## src/rtl/door_lock.sv

```systemverilog
`default_nettype none
// ============================================================================
//  Module   : door_lock
//  Purpose  : Keypad password controller. Collects four 4-bit digits (one per
//             rising edge of enter), compares them with PASSWORD and flags
//             unlock on a match or error on a mismatch.
//  Options  : DOOR_LOCK_LOCKOUT_EN - when defined, MAX_FAILS consecutive
//             failures lock the keypad for LOCKOUT_CYCLES clocks.
//  Revision : 1.0 - initial release
// ============================================================================
module door_lock #(
   parameter logic [15:0] PASSWORD       = 16'h4132,
   parameter int          MAX_FAILS      = 3,
   parameter int          LOCKOUT_CYCLES = 1000
) (
   input  logic       clk,
   input  logic       reset,
   input  logic       enter,
   input  logic [3:0] digit,
   output logic       unlock,
   output logic       error
);

   localparam logic [2:0] c_st_collect = 3'd0;
   localparam logic [2:0] c_st_check   = 3'd1;
   localparam logic [2:0] c_st_open    = 3'd2;
   localparam logic [2:0] c_st_fail    = 3'd3;
`ifdef DOOR_LOCK_LOCKOUT_EN
   localparam logic [2:0] c_st_locked  = 3'd4;

   localparam int FAILS_W = $clog2(MAX_FAILS + 1);
   localparam int TIMER_W = (LOCKOUT_CYCLES > 1) ? $clog2(LOCKOUT_CYCLES) : 1;
   localparam logic [FAILS_W-1:0] c_fails_max = FAILS_W'(MAX_FAILS);
   localparam logic [TIMER_W-1:0] c_timer_end = TIMER_W'(LOCKOUT_CYCLES - 1);
`endif

   // Reject nonsensical configurations at elaboration time.
   if (MAX_FAILS < 1 || LOCKOUT_CYCLES < 1) begin : g_bad_cfg
      $error("door_lock: MAX_FAILS and LOCKOUT_CYCLES must be at least 1");
   end

   logic [2:0]  r_state;
   logic [15:0] r_entry;
   logic [1:0]  r_count;
   logic        r_enter_d;
   logic        r_unlock;
   logic        r_error;
   logic        w_press;
   logic        w_match;
`ifdef DOOR_LOCK_LOCKOUT_EN
   logic [FAILS_W-1:0] r_fails;
   logic [TIMER_W-1:0] r_timer;
   logic [FAILS_W-1:0] w_fails_next;
`endif

   // A press is a rising edge of enter; holding enter high yields one digit.
   assign w_press = enter & ~r_enter_d;
   assign w_match = (r_entry == PASSWORD);

`ifdef DOOR_LOCK_LOCKOUT_EN
   // Saturating failure count as it would be after a failed check.
   assign w_fails_next = (r_fails == c_fails_max) ? r_fails : r_fails + 1'b1;
`endif

   assign unlock = r_unlock;
   assign error  = r_error;

   // Previous-enter register for press edge detection.
   always_ff @(posedge clk or negedge reset) begin
      if (!reset) begin
         r_enter_d <= 1'b0;
      end else begin
         r_enter_d <= enter;
      end
   end

   // Entry collection, comparison and result/lockout state machine.
   always_ff @(posedge clk or negedge reset) begin
      if (!reset) begin
         r_state  <= c_st_collect;
         r_entry  <= 16'h0000;
         r_count  <= 2'd0;
         r_unlock <= 1'b0;
         r_error  <= 1'b0;
`ifdef DOOR_LOCK_LOCKOUT_EN
         r_fails  <= '0;
         r_timer  <= '0;
`endif
      end else begin
         case (r_state)
            c_st_collect: begin
               if (w_press) begin
                  r_entry <= {r_entry[11:0], digit};
                  r_count <= r_count + 2'd1;
                  if (r_count == 2'd3) begin
                     r_state <= c_st_check;
                  end
               end
            end

            c_st_check: begin
               if (w_match) begin
                  r_state  <= c_st_open;
                  r_unlock <= 1'b1;
                  r_error  <= 1'b0;
`ifdef DOOR_LOCK_LOCKOUT_EN
                  r_fails  <= '0;
`endif
               end else begin
                  r_unlock <= 1'b0;
                  r_error  <= 1'b1;
`ifdef DOOR_LOCK_LOCKOUT_EN
                  r_fails  <= w_fails_next;
                  if (w_fails_next >= c_fails_max) begin
                     r_state <= c_st_locked;
                     r_timer <= '0;
                  end else begin
                     r_state <= c_st_fail;
                  end
`else
                  r_state  <= c_st_fail;
`endif
               end
            end

            c_st_open, c_st_fail: begin
               // The press that ends a result display is digit 1 of the next try.
               if (w_press) begin
                  r_unlock <= 1'b0;
                  r_error  <= 1'b0;
                  r_entry  <= {r_entry[11:0], digit};
                  r_count  <= 2'd1;
                  r_state  <= c_st_collect;
               end
            end

`ifdef DOOR_LOCK_LOCKOUT_EN
            c_st_locked: begin
               // Presses are ignored; the keypad reopens after the timeout.
               if (r_timer == c_timer_end) begin
                  r_state <= c_st_collect;
                  r_error <= 1'b0;
                  r_fails <= '0;
                  r_count <= 2'd0;
                  r_entry <= 16'h0000;
                  r_timer <= '0;
               end else begin
                  r_timer <= r_timer + 1'b1;
               end
            end
`endif

            default: begin
               r_state  <= c_st_collect;
               r_count  <= 2'd0;
               r_unlock <= 1'b0;
               r_error  <= 1'b0;
            end
         endcase
      end
   end

endmodule
`default_nettype wire

```

## config.mk

```make
export PLATFORM = sky130hd
export DESIGN_NAME = door_lock
export DESIGN_NICKNAME = d
export VERILOG_FILES = /design/src/rtl/door_lock.sv
export SDC_FILE = /design/constraint.sdc
export NUM_CORES = 1
export LEC_CHECK = 0
export CAP_MARGIN = 20
export CORE_MARGIN = 3
export CORE_UTILIZATION = 58
export CTS_BUF_LIST = sky130_fd_sc_hd__clkbuf_8
export CTS_CLUSTER_DIAMETER = 150
export CTS_CLUSTER_SIZE = 20
export DETAILED_ROUTE_END_ITERATION = 6
export PLACE_DENSITY = 0.84
export SETUP_SLACK_MARGIN = 0.15
export SLEW_MARGIN = 20
export SYNTH_ARGS = -nofsm -noshare
export SYNTH_HDL_FRONTEND = slang
export SYNTH_SLANG_ARGS = --single-unit
```

## constraint.sdc

```tcl
create_clock -name clk -period 1.72 [get_ports clk]
set_clock_uncertainty 0.15 [all_clocks]
set_input_delay 0.344 -clock clk [delete_from_list [all_inputs] [get_ports clk]]
set_output_delay 0.344 -clock clk [all_outputs]
set_load 0.05 [all_outputs]
```

# After elaboration in Yosys (flattened, before gate mapping)
# Index checks and enable logic that the tools add are counted.
[op_classes] n_addsub=1 eq_ne=8 n_mux=13 bitwise_logic=4 reduce_logical=7
[ops] operator="== test 16 x 15 -> 1 bit, second input constant" count=1
[ops] operator="2-to-1 mux 3 bit" count=3
[ops] operator="case mux 3 bit (3 select lines)" count=1
[ops] operator="== test 3 x 2 -> 1 bit, second input constant" count=2
[ops] operator="inequality test 2 bit, second input constant" count=3
[ops] operator="case mux 1 bit (3 select lines)" count=2
[ops] operator="case mux 2 bit (3 select lines)" count=1
[ops] operator="AND reduction 3 bit" count=2
[ops] operator="2-to-1 mux 1 bit" count=4
[ops] operator="2-to-1 mux 2 bit" count=2
[ops] operator="AND reduction 2 bit" count=2
[ops] operator="== test 3 x 1 -> 1 bit, second input constant" count=1
[ops] operator="logical NOT 3 bit" count=1
[ops] operator="inverter 1 bit" count=3
[ops] operator="OR reduction 3 bit" count=1
[ops] operator="adder 2 x 1 -> 2 bit, second input constant" count=1
[ops] operator="== test 2 bit, second input constant" count=1
[ops] operator="OR reduction 2 bit" count=1
[ops] operator="AND 1 bit" count=1
[word_totals] reg_bits=24 in_bits=7 output_inout_bits=2 word_cells=39

# Longest topological paths before layout
[logic_depth] ltp_word=4 ltp_mapped=5 ltp_nobuf=4

# Worst setup path before layout
# Ideal clock, no wire load.
[synth_timing] path_type="reg-to-reg" startpoint="reg r_enter_d" endpoint="reg r_entry[10]" setup_time_ns=0.125 arrival_time_ns=1.139 required_ns=1.445 setup_slack_ns=0.306 path_stages_with_launch=6 path_buffers=2 period_less_slack_ns=1.414 cell_sequence="dfrtp_1 nor2b_4 clkbuf_8 nand2_4 buf_12 mux2_4"
[synth_between] elab_chain_cells=3
[synth_lines] item="start: declaration" line="45" rtl="logic r_enter_d;"
[synth_lines] item="start signal: assignment" line="73" rtl="r_enter_d <= enter;"
[synth_lines] item="inverter 1 bit" line="57" rtl="assign w_press = enter & ~r_enter_d;"
[synth_lines] item="AND 1 bit" line="57"
[synth_lines] item="AND reduction 2 bit (no source line)"
[synth_lines] item="end signal: assignment" line="93" rtl="r_entry <= {r_entry[11:0], digit};"
[synth_lines] item="end signal: assignment" line="131" rtl="r_entry <= {r_entry[11:0], digit};"
[synth_lines] item="end: declaration" line="43" rtl="logic [15:0] r_entry;"
# No other way between the ends.
# A chain may end at the register's enable or synchronous reset.

# Worst setup path after layout
[layout_timing] startpoint="in enter" endpoint="reg r_entry[12]"
[layout_between] elab_chain_cells=2
[layout_lines] item="start: declaration" line="18" rtl="input logic enter,"
[layout_lines] item="AND 1 bit" line="57"
[layout_lines] item="AND reduction 2 bit (no source line)"
# No other way between the ends.

==> results.yml <==
synthesis:
  synth_cells: 67
  synthDistinctLibCells: 26
  async_flop_share: 1.00
  synth_flop_cell: "dfrtp_1"
  synth_edf_count: 0
  avgSynthCellArea_sq_um: 15.6
  ys_seq_area_frac: 0.549
  syn_nets: 75
  syn_area_sq_um: 1050
  ys_warn_count: 0
  ys_seq_elements: 23
cells_and_area:
  fin_nets: 90
  seqCellArea_sq_um: 576
  design_area_sq_um: 1230
  final_core_util: 0.772
  drive_gt1_frac: 0.420
  multiInputGateArea_sq_um: 444
  area_growth_pct: 17.3
  num_antenna_cells: 0
  fill_cells: 93
clock_network:
  clk_pin_slew_worst_paths_ns: 0.08
  clock-root-buffer: "clkbuf_8"
  cts_tree: "built"
  ctsHtreeMaxLevel: 1
  cts_buffers: 3
  cts_max_path_buffers: 2
  clock_sinks: 23
  insertion_delay_ns: 0.26
sta:
  timing.final.ws_setup_ns: 0.177
  hold_viol_final: 0
  slew_headroom: 0.817
  setup_violations: 0
  timing.fmax_mhz: 648
  finalCriticalPeriod_ns: 1.54
  worst_pin_slew_ns: 0.272
  rsz0062_at_grt: "true"
  fin_crit_sh: 0.897
  finalMaxSlewViolations: 0
grt:
  grt_pass1_vias: 638
  grt.total_usage: 0.164
  grt_pass1_wl_um: 2920
  grt_overflow: 0
  grt_start_max_net_pins: 24
  antenna_found_initial: 0
hold_path:
  hold_path_class: "input port to async pin"
worst_setup_path:
  critPathKind: "input port to flop"
  cp.arrival_ns: 1.54
  crit_path_start_kind: "input port"
  endpoint_kind: "flop"
  critical_path.max_fanout: 16
  crit_required_ns: 1.72
floorplanning:
  fp.dieW_um: 48.5
  die-height_um: 48.5
  core_area_sq_um: 1590
  io_pins: 9
  die_area_sq_um: 2350
  initial_core_util: 0.658
  num_rows: 14
placed_design:
  gp_congestion: 0.737
  placed_area_sq_um: 1170
  dp_hpwl_um: 1210
  io_buffers: 8
  dp_slack_ns: -0.114
detailed_routing:
  dr.pass1.iters: 3
  wl_um: 1580
  detail-route-antenna-nets: 0
  drt_iter0_markers: 7
  routedWlPerCell_um: 15.1
  drc_errors: 0
  viasPerCell: 5.49
  vias: 576
pwr:
  p_per_area_nw_per_um2: 1540
  ir_worst_vdd_v: 0.00101
  leakagePower_nw: 0.561
  power.total_w: 0.00189
run:
  max_cap_viol_count: 0
run_status:
  status: "completed"
==> synthesized netlist by cell type (2+ instances only) <==
library cell   n  area (sq um)
nor2_1         2          7.51
and4bb_2       2          25.0
nor2b_1        3          18.8
a21oi_1        2          10.0
mux2_2         6          67.6
dfrtp_1       23           576
mux2_4        10           150
==> sequential cells by signal, summed over array words and instances (netlist names) <==
signal	count
unlock	1
r_count	2
r_entry	16
error	1
r_enter_d	1
r_state	2
==> placed cells by master (no fill, tap or decap) <==
master,count
a21oi_1,2
clkbuf_8,3
a41oi_1,1
a311o_1,1
nor2_1,2
nor2b_1,3
a21boi_0,1
and4bb_2,2
mux2_4,10
o22a_2,1
nand2_4,1
mux2_2,6
nor2b_4,1
inv_1,1
clkinv_2,1
clkdlybuf4s50_1,6
nand2_1,1
dfrtp_1,23
buf_4,4
nand2b_4,1
a21o_1,1
a22oi_1,1
ha_1,1
o22ai_1,1
a2bb2o_1,1
buf_12,2
nand4_1,1
nor4_4,1
nor4b_2,1
==> worst paths after layout <==
| kind | startpoint | to | slack (ns) | depth (start not counted) |
|---|---|---|---|---|
| worst min register to register | r_entry[14] | r_entry[14] | 0.37 | 1 |
| min in group clk | r_entry[14] | r_entry[14] | 0.37 | 1 |
| worst max-delay path | enter | r_entry[12] | 0.18 | 4 |
| worst max register to register | r_state[1] | r_entry[1] | 0.20 | 3 |
| worst min-delay path | reset | r_entry[13] | 0.28 | 2 |
| max in group asynchronous | reset | error | 0.93 | 2 |
==> kinds of logic (layout without fill, tap and decap cells) <==
kind of cell / Yosys count / after routing / share of synthesized area
fa+ha+maj: 1 / 1 / 0.0119
simple gates: 14 / 14 / 0.122
flops: 23 / 23 / 0.549
buf+inv: 3 / 17 / 0.0358
compound gates: 10 / 10 / 0.0740
mux: 16 / 16 / 0.208
==> routing by layer <==
layer,vias up,global-route usage,share of wire
li1,275,-,-
met1,290,0.225,0.48
met2,9,0.241,0.47
met3,2,0.0491,0.038
met4,0,0.0711,0.015
met5,-,0,0
==> where the power goes <==
part	total, W	internal, W	switching (W)
logic	0.000574	0.000388	0.000186
clock network	0.000327	0.000162	0.000165
registers	0.000990	0.000761	0.000228
total	0.00189	0.00131	0.000580
==> final cells by class <==
cell class	count	share of cell area
multi-input combinational	41	0.361
clock buffer	3	0.0336
sequential	23	0.468
timing repair buffer	12	0.106
tap	24	0.0244
inverter	1	0.00305
clock inverter	1	0.00407
==> what timing repair did <==
item / 4_1_cts / 5_1_grt
hold buffers: 0 / 0
setup endpoints to repair: 0 / 13
resized for setup: 0 / 1
buffers inserted: 0 / 0
endpoints found under the hold margin: 0 / 0
==> stage by stage <==
stage | setup TNS (ns) | cells | hold WS (ns)
2_1_floorplan | 0 | 67 | -0.102
3_3_place_gp | -1.02 | 101 | 0.355
3_5_place_dp | -1.77 | 101 | 0.361
4_1_cts | 0 | 105 | 0.282
5_1_grt | 0 | 105 | 0.297
6_report | 0 | 105 | 0.276
==> critical path: stages <==
cell,delay (ns)
clkdlybuf4s50_1,0.47
nor2b_4,0.20
nand2_4,0.19
mux2_4,0.34
(Power assumes the default switching activity.)
==> RTL edit 1, RTL diff (same settings) <==
Add a define of `DOOR_LOCK_LOCKOUT_EN`.
--- a/src/rtl/door_lock.sv
+++ b/src/rtl/door_lock.sv
@@ -8,6 +8,8 @@
 //             failures lock the keypad for LOCKOUT_CYCLES clocks.
 //  Revision : 1.0 - initial release
 // ============================================================================
+`define DOOR_LOCK_LOCKOUT_EN
+
 module door_lock #(
    parameter logic [15:0] PASSWORD       = 16'h4132,
    parameter int          MAX_FAILS      = 3,
Check against the original RTL: same outputs for any inputs over 10 cycles, from zero or initial values and one cycle with reset low; that may be too few to reach the edited logic, so the function may still have changed.
==> RTL edit 1 against the original RTL <==
  * The flow now finishes with violations (setup timing)
  * Sequential cell count grew 13
  * Final area up 100%
  * Core utilization grew 9.3 points
  * Wire length rose to 3.5 times the old value
  * Worst setup slack worse by 0.32 ns
  * Total power grew 86%
  * Synthesized area up 71%
  * Worst hold slack worse by 0.011 ns
  * Synthesized cell count is 140% higher
  * Critical path depth rose by 1
  * Via count grew to 2.9 times the old value
==> RTL edit 1: results (changes against the original RTL) <==
Mux contribution to synthesized area: 0.629% (-20 points). The logs give 216 (+110%) for the number of placed instances with taps included and 11 (+11) for the total setup buffers inserted after CTS. Grouping stages by cell kind, the critical path spends the most delay in simple AND/OR/NAND/NOR gates. STA classifies the critical path startpoint as a flop.

The routed via count divided by cell count is 6.90 (+26%). The largest registers in the layout are r_entry x16, r_timer x10, r_state x3. The peak per-stage delay on the critical path is 0.43 ns (-0.04 ns), and the pre-CTS setup slack is -0.231 ns (-0.116 ns). The final reports fail on setup timing.

For the total clock buffers created by CTS, the log shows 5 (+2). Post-DP HPWL: 2840 µm (+130%). For the clock latency on the worst-skew pair, the log shows 0.29 ns (+0.03 ns).

For the post-synthesis cell count, the log shows 161 (+140%). The logs give -1.90 ns (-1.90 ns) for the total negative slack for setup checks and 50.3% (-4.6 points) for the share of the yosys chip area belonging to registers. For the relative max-transition margin, the log shows 73.1% (-8.6 points).

The iteration count of the initial detailed-routing pass is 4 (+1). In the post-synthesis netlist, the biggest area contributors are sky130_fd_sc_hd__dfrtp_1, sky130_fd_sc_hd__a22o_1, sky130_fd_sc_hd__a22o_2. The net count after synthesis was 170 (+130%); the number of cells on the worst reg-to-reg path was 5 (+2).

The post-synthesis compound-gate area fraction is 24.2% (+17 points). The worst-case vdd ir drop came out at 0.00126 V (+25%). The iteration-0 DRC count of the detailed router is 171 (+164). The run gives 5510 µm (+250%) as the post-detailed-routing wire length.

In this run the critical register-to-register path is launched from r_entry[6]. The share of cells above drive strength 1 was 44.0% (+2.0 points). The maximum fanout encountered on the critical timing path was 5 (-11); the global-route wire length before repair was 8740 µm (+200%).

The final setup violation count came out at 32 (+32). The adder-cell share of the synthesized area is 1.40% (+0.20 points). By count the netlist is led by sky130_fd_sc_hd__dfrtp_1, sky130_fd_sc_hd__nand2_1, sky130_fd_sc_hd__a22o_1.

The maximum level of the CTS H-tree was 2 (+1); the final-layout worst hold slack was 0.265 ns (-0.0109 ns). The run gives 0.919 (+25%) as the final weighted congestion in routability-driven placement. The slowest stage cell on the critical path was sky130_fd_sc_hd__dfrtp_1. The run gives 1.11 nW (+99%) as the leakage power total. The run finished, with violations left. The area share of the largest cell type after synthesis came out at 50.3% (-4.6 points). The average wire per standard cell was 23.1 µm (+53%); the maximum number of pins on one net before global-route repair was 37 (+54%). The via count of the first global-routing pass is 1643 (+160%), and the number of cells upsized or downsized after cts is 24 (+24). The tools report the worst-case setup margin in the final layout as -0.145 ns (-0.322 ns).
[RTL edit 1: cell count changes after synthesis, sizes merged, moves of 13 or more]
cell,delta
dfrtp,+13
nand2,+14
mux2,-15
o21ai,+13
a22o,+18
[RTL edit 1: per-layer routing]
metal,track usage (%),up-vias,wire length (µm)
met1,41.6,781,2170
met3,10.7,39,428
li1,-,705,-
met2,51.0,117,2590
met4,18.8,0,314
met5,0,-,0
[RTL edit 1: layout make-up]
type                       count  area (µm²)  area share, %
multi-input combinational    115        1020           41.5
timing repair buffer          42         390           15.8
clock inverter                 2        7.51          0.304
tap                           31        38.8           1.57
inverter                       6        22.5          0.913
sequential                    36         902           36.6
clock buffer                   6        82.6           3.35
[RTL edit 1: power breakdown]
part           switching [mW]  total [mW]  internal, mW
logic                   0.699        1.45         0.749
clock network           0.302       0.617         0.315
registers               0.345        1.45          1.11
total                    1.35        3.52          2.17
==> RTL edit 2, RTL diff (same flow settings) <==
Made on the original files. Add an input register stage for `enter` and `digit`, with the module's reset; this delays them by one clock.
--- a/src/rtl/door_lock.sv
+++ b/src/rtl/door_lock.sv
@@ -25,6 +25,19 @@
    localparam logic [2:0] c_st_check   = 3'd1;
    localparam logic [2:0] c_st_open    = 3'd2;
    localparam logic [2:0] c_st_fail    = 3'd3;
+
+   logic enter_q;
+   logic [3:0] digit_q;
+
+   always_ff @(posedge clk or negedge reset) begin
+      if (!reset) begin
+         enter_q <= '0;
+         digit_q <= '0;
+      end else begin
+         enter_q <= enter;
+         digit_q <= digit;
+      end
+   end
 `ifdef DOOR_LOCK_LOCKOUT_EN
    localparam logic [2:0] c_st_locked  = 3'd4;
 
@@ -54,7 +67,7 @@
 `endif
 
    // A press is a rising edge of enter; holding enter high yields one digit.
-   assign w_press = enter & ~r_enter_d;
+   assign w_press = enter_q & ~r_enter_d;
    assign w_match = (r_entry == PASSWORD);
 
 `ifdef DOOR_LOCK_LOCKOUT_EN
@@ -70,7 +83,7 @@
       if (!reset) begin
          r_enter_d <= 1'b0;
       end else begin
-         r_enter_d <= enter;
+         r_enter_d <= enter_q;
       end
    end
 
@@ -90,7 +103,7 @@
          case (r_state)
             c_st_collect: begin
                if (w_press) begin
-                  r_entry <= {r_entry[11:0], digit};
+                  r_entry <= {r_entry[11:0], digit_q};
                   r_count <= r_count + 2'd1;
                   if (r_count == 2'd3) begin
                      r_state <= c_st_check;
@@ -128,7 +141,7 @@
                if (w_press) begin
                   r_unlock <= 1'b0;
                   r_error  <= 1'b0;
-                  r_entry  <= {r_entry[11:0], digit};
+                  r_entry  <= {r_entry[11:0], digit_q};
                   r_count  <= 2'd1;
                   r_state  <= c_st_collect;
                end
Formal check against the unedited RTL: not equivalent (Yosys sat finds a counterexample within 10 cycles, from zero or initial values and one cycle with reset low).
==> RTL edit 2 against the original RTL <==
  * Via count rose by 7.5%
  * Sequential share of layout area rose by 4.8 points
  * Non-clock buffer count fell by 3
  * Final area rose by 10%
  * Critical path depth fell by 1
  * Cell count rose by 2.9%
  * Sequential cell count rose by 5
  * Synthesized area rose by 12%
  * Maximum frequency rose by 2.6%
  * Worst setup slack improved by 0.039 ns
  * Total power rose by 18%
  * Wire length rose by 18%
  * Largest power group unchanged
==> RTL edit 2: results (changes against the original RTL) <==
The flow ran to the end, and the final reports show no timing, DRC or antenna violations. The worst-case hold path end point was r_enter_d. Post-synthesis compound-gate area fraction: 6.61% (-0.79 points). The mux contribution to synthesized area was 18.6% (-2.2 points). For the via count of the first global-routing pass, the log shows 629 (-1.4%). Ranked by instance count, the synthesized netlist is headed by sky130_fd_sc_hd__dfrtp_1, sky130_fd_sc_hd__mux2_4, sky130_fd_sc_hd__mux2_2. The logs give 0.614 nW (+9.4%) for the leakage power total and 0 (unchanged) for the remaining antenna violation count after routing.

The cell-internal power is 1.58 mW (+21%), and the reported net switching power is 644 µW (+11%). The tools report the post-DP HPWL as 1220 µm (+0.38%). Maximum fanout encountered on the critical timing path: 3 (-13). Fraction of area in non-clock buffers: 7.92% (-2.7 points). In the final layout, the registers with the most flip-flops are r_entry x16, digit_q x4.

The timing startpoint of the critical path is r_entry[11]. The peak per-stage delay on the critical path works out to 0.41 ns (-0.06 ns). The multi-input logic portion of the cell area was 32.7% (-3.4 points); the total clock buffers created by CTS was 3 (unchanged).

For the sequential cell count, the log shows 28 (+22%). The tools report the share of the yosys chip area belonging to registers as 59.7% (+4.8 points). The worst hold path belongs to the class flop to flop.

The maximum number of pins on one net before global-route repair is 29 (+21%), and the global-route usage over all layers is 17.2% (+0.86 points). The final weighted congestion in routability-driven placement is 0.754 (+2.3%). The number of buffers on the longest clock path was 2 (unchanged); the combinational logic power was 598 µW (+4.2%).

The net count after synthesis came out at 80 (+6.7%). The global-route wire length before repair came out at 3200 µm (+9.7%). The final-layout clock-cell area share is 5.25% (+1.5 points). Among all stages on the critical path, the largest delay is contributed by sky130_fd_sc_hd__dfrtp_1. The tools report the number of nets at the end of the flow as 92 (+2.2%). Worst-case vdd ir drop: 0.000971 V (-3.4%). The count of non-CTS buffers in the layout is 9 (-3). The number of unique standard cell types used by synthesis came out at 26 (unchanged). The endpoint of the most critical register-to-register path is r_state[0]. For the arrival time of data at the critical path endpoint, the log shows 1.52 ns (-0.02 ns). The clock latency on the worst-skew pair is 0.28 ns (+0.02 ns). The run gives 77.5% (-4.2 points) as the relative max-transition margin.

The adder-cell share of the synthesized area was 1.07% (-0.13 points). The relative contribution of sequential cells to total power was 50.1% (-2.2 points). For the internal reg-to-reg setup slack, the log shows 0.22 ns (+0.02 ns).

The routed via count divided by cell count was 5.73 (+4.5%). The tools report the clock root buffer as sky130_fd_sc_hd__clkbuf_8. The tools report the area taken by flip-flops and latches as 701 µm² (+22%).

By area the synthesized netlist is led by sky130_fd_sc_hd__dfrtp_1, sky130_fd_sc_hd__mux2_4, sky130_fd_sc_hd__mux2_2. Iteration count of the initial detailed-routing pass: 4 (+1). Among cell families on the critical path, the largest total delay comes from compound AO/OA/AOI/OAI gates.

The average wire per standard cell was 17.3 µm (+15%); the final routed DRC violation total was 0 (unchanged). For the number of fillers in the final layout, the log shows 115 (+24%). The share of cells above drive strength 1 is 37.3% (-4.6 points).
[RTL edit 2: stage by stage]
step | setup slack (ns) | instance area [µm²] | cells | hold slack (ns) | util, %
after floorplan | 0.290 | 1170 | 72 | -0.102 | -
after global placement | 0.245 | 1280 | 104 | 0.220 | 70.2
after detailed placement | 0.201 | 1280 | 104 | 0.230 | 70.2
after CTS | 0.168 | 1350 | 108 | 0.257 | 74.2
after global routing | 0.156 | 1360 | 108 | 0.269 | 74.6
final | 0.216 | 1360 | 108 | 0.255 | 74.6
[RTL edit 2: worst register-to-register path, delay by kind of cell, from the launching register on]
kind,cells,cell delay (ns)
AOI/OAI and AO/OA,2,0.49
DFF,1,0.41
and+or+nand+nor,1,0.35
[RTL edit 2: metal layers]
layer  wire length (µm)  global-route usage [%]  share of wire [%]  vias up
li1                   -                       -                  -      282
met1                928                    25.1                 50      310
met2                823                    24.5                 44       21
met3                 88                    3.79                4.7        6
met4                 33                    8.07                1.8        0
met5                  0                       0                  0        -
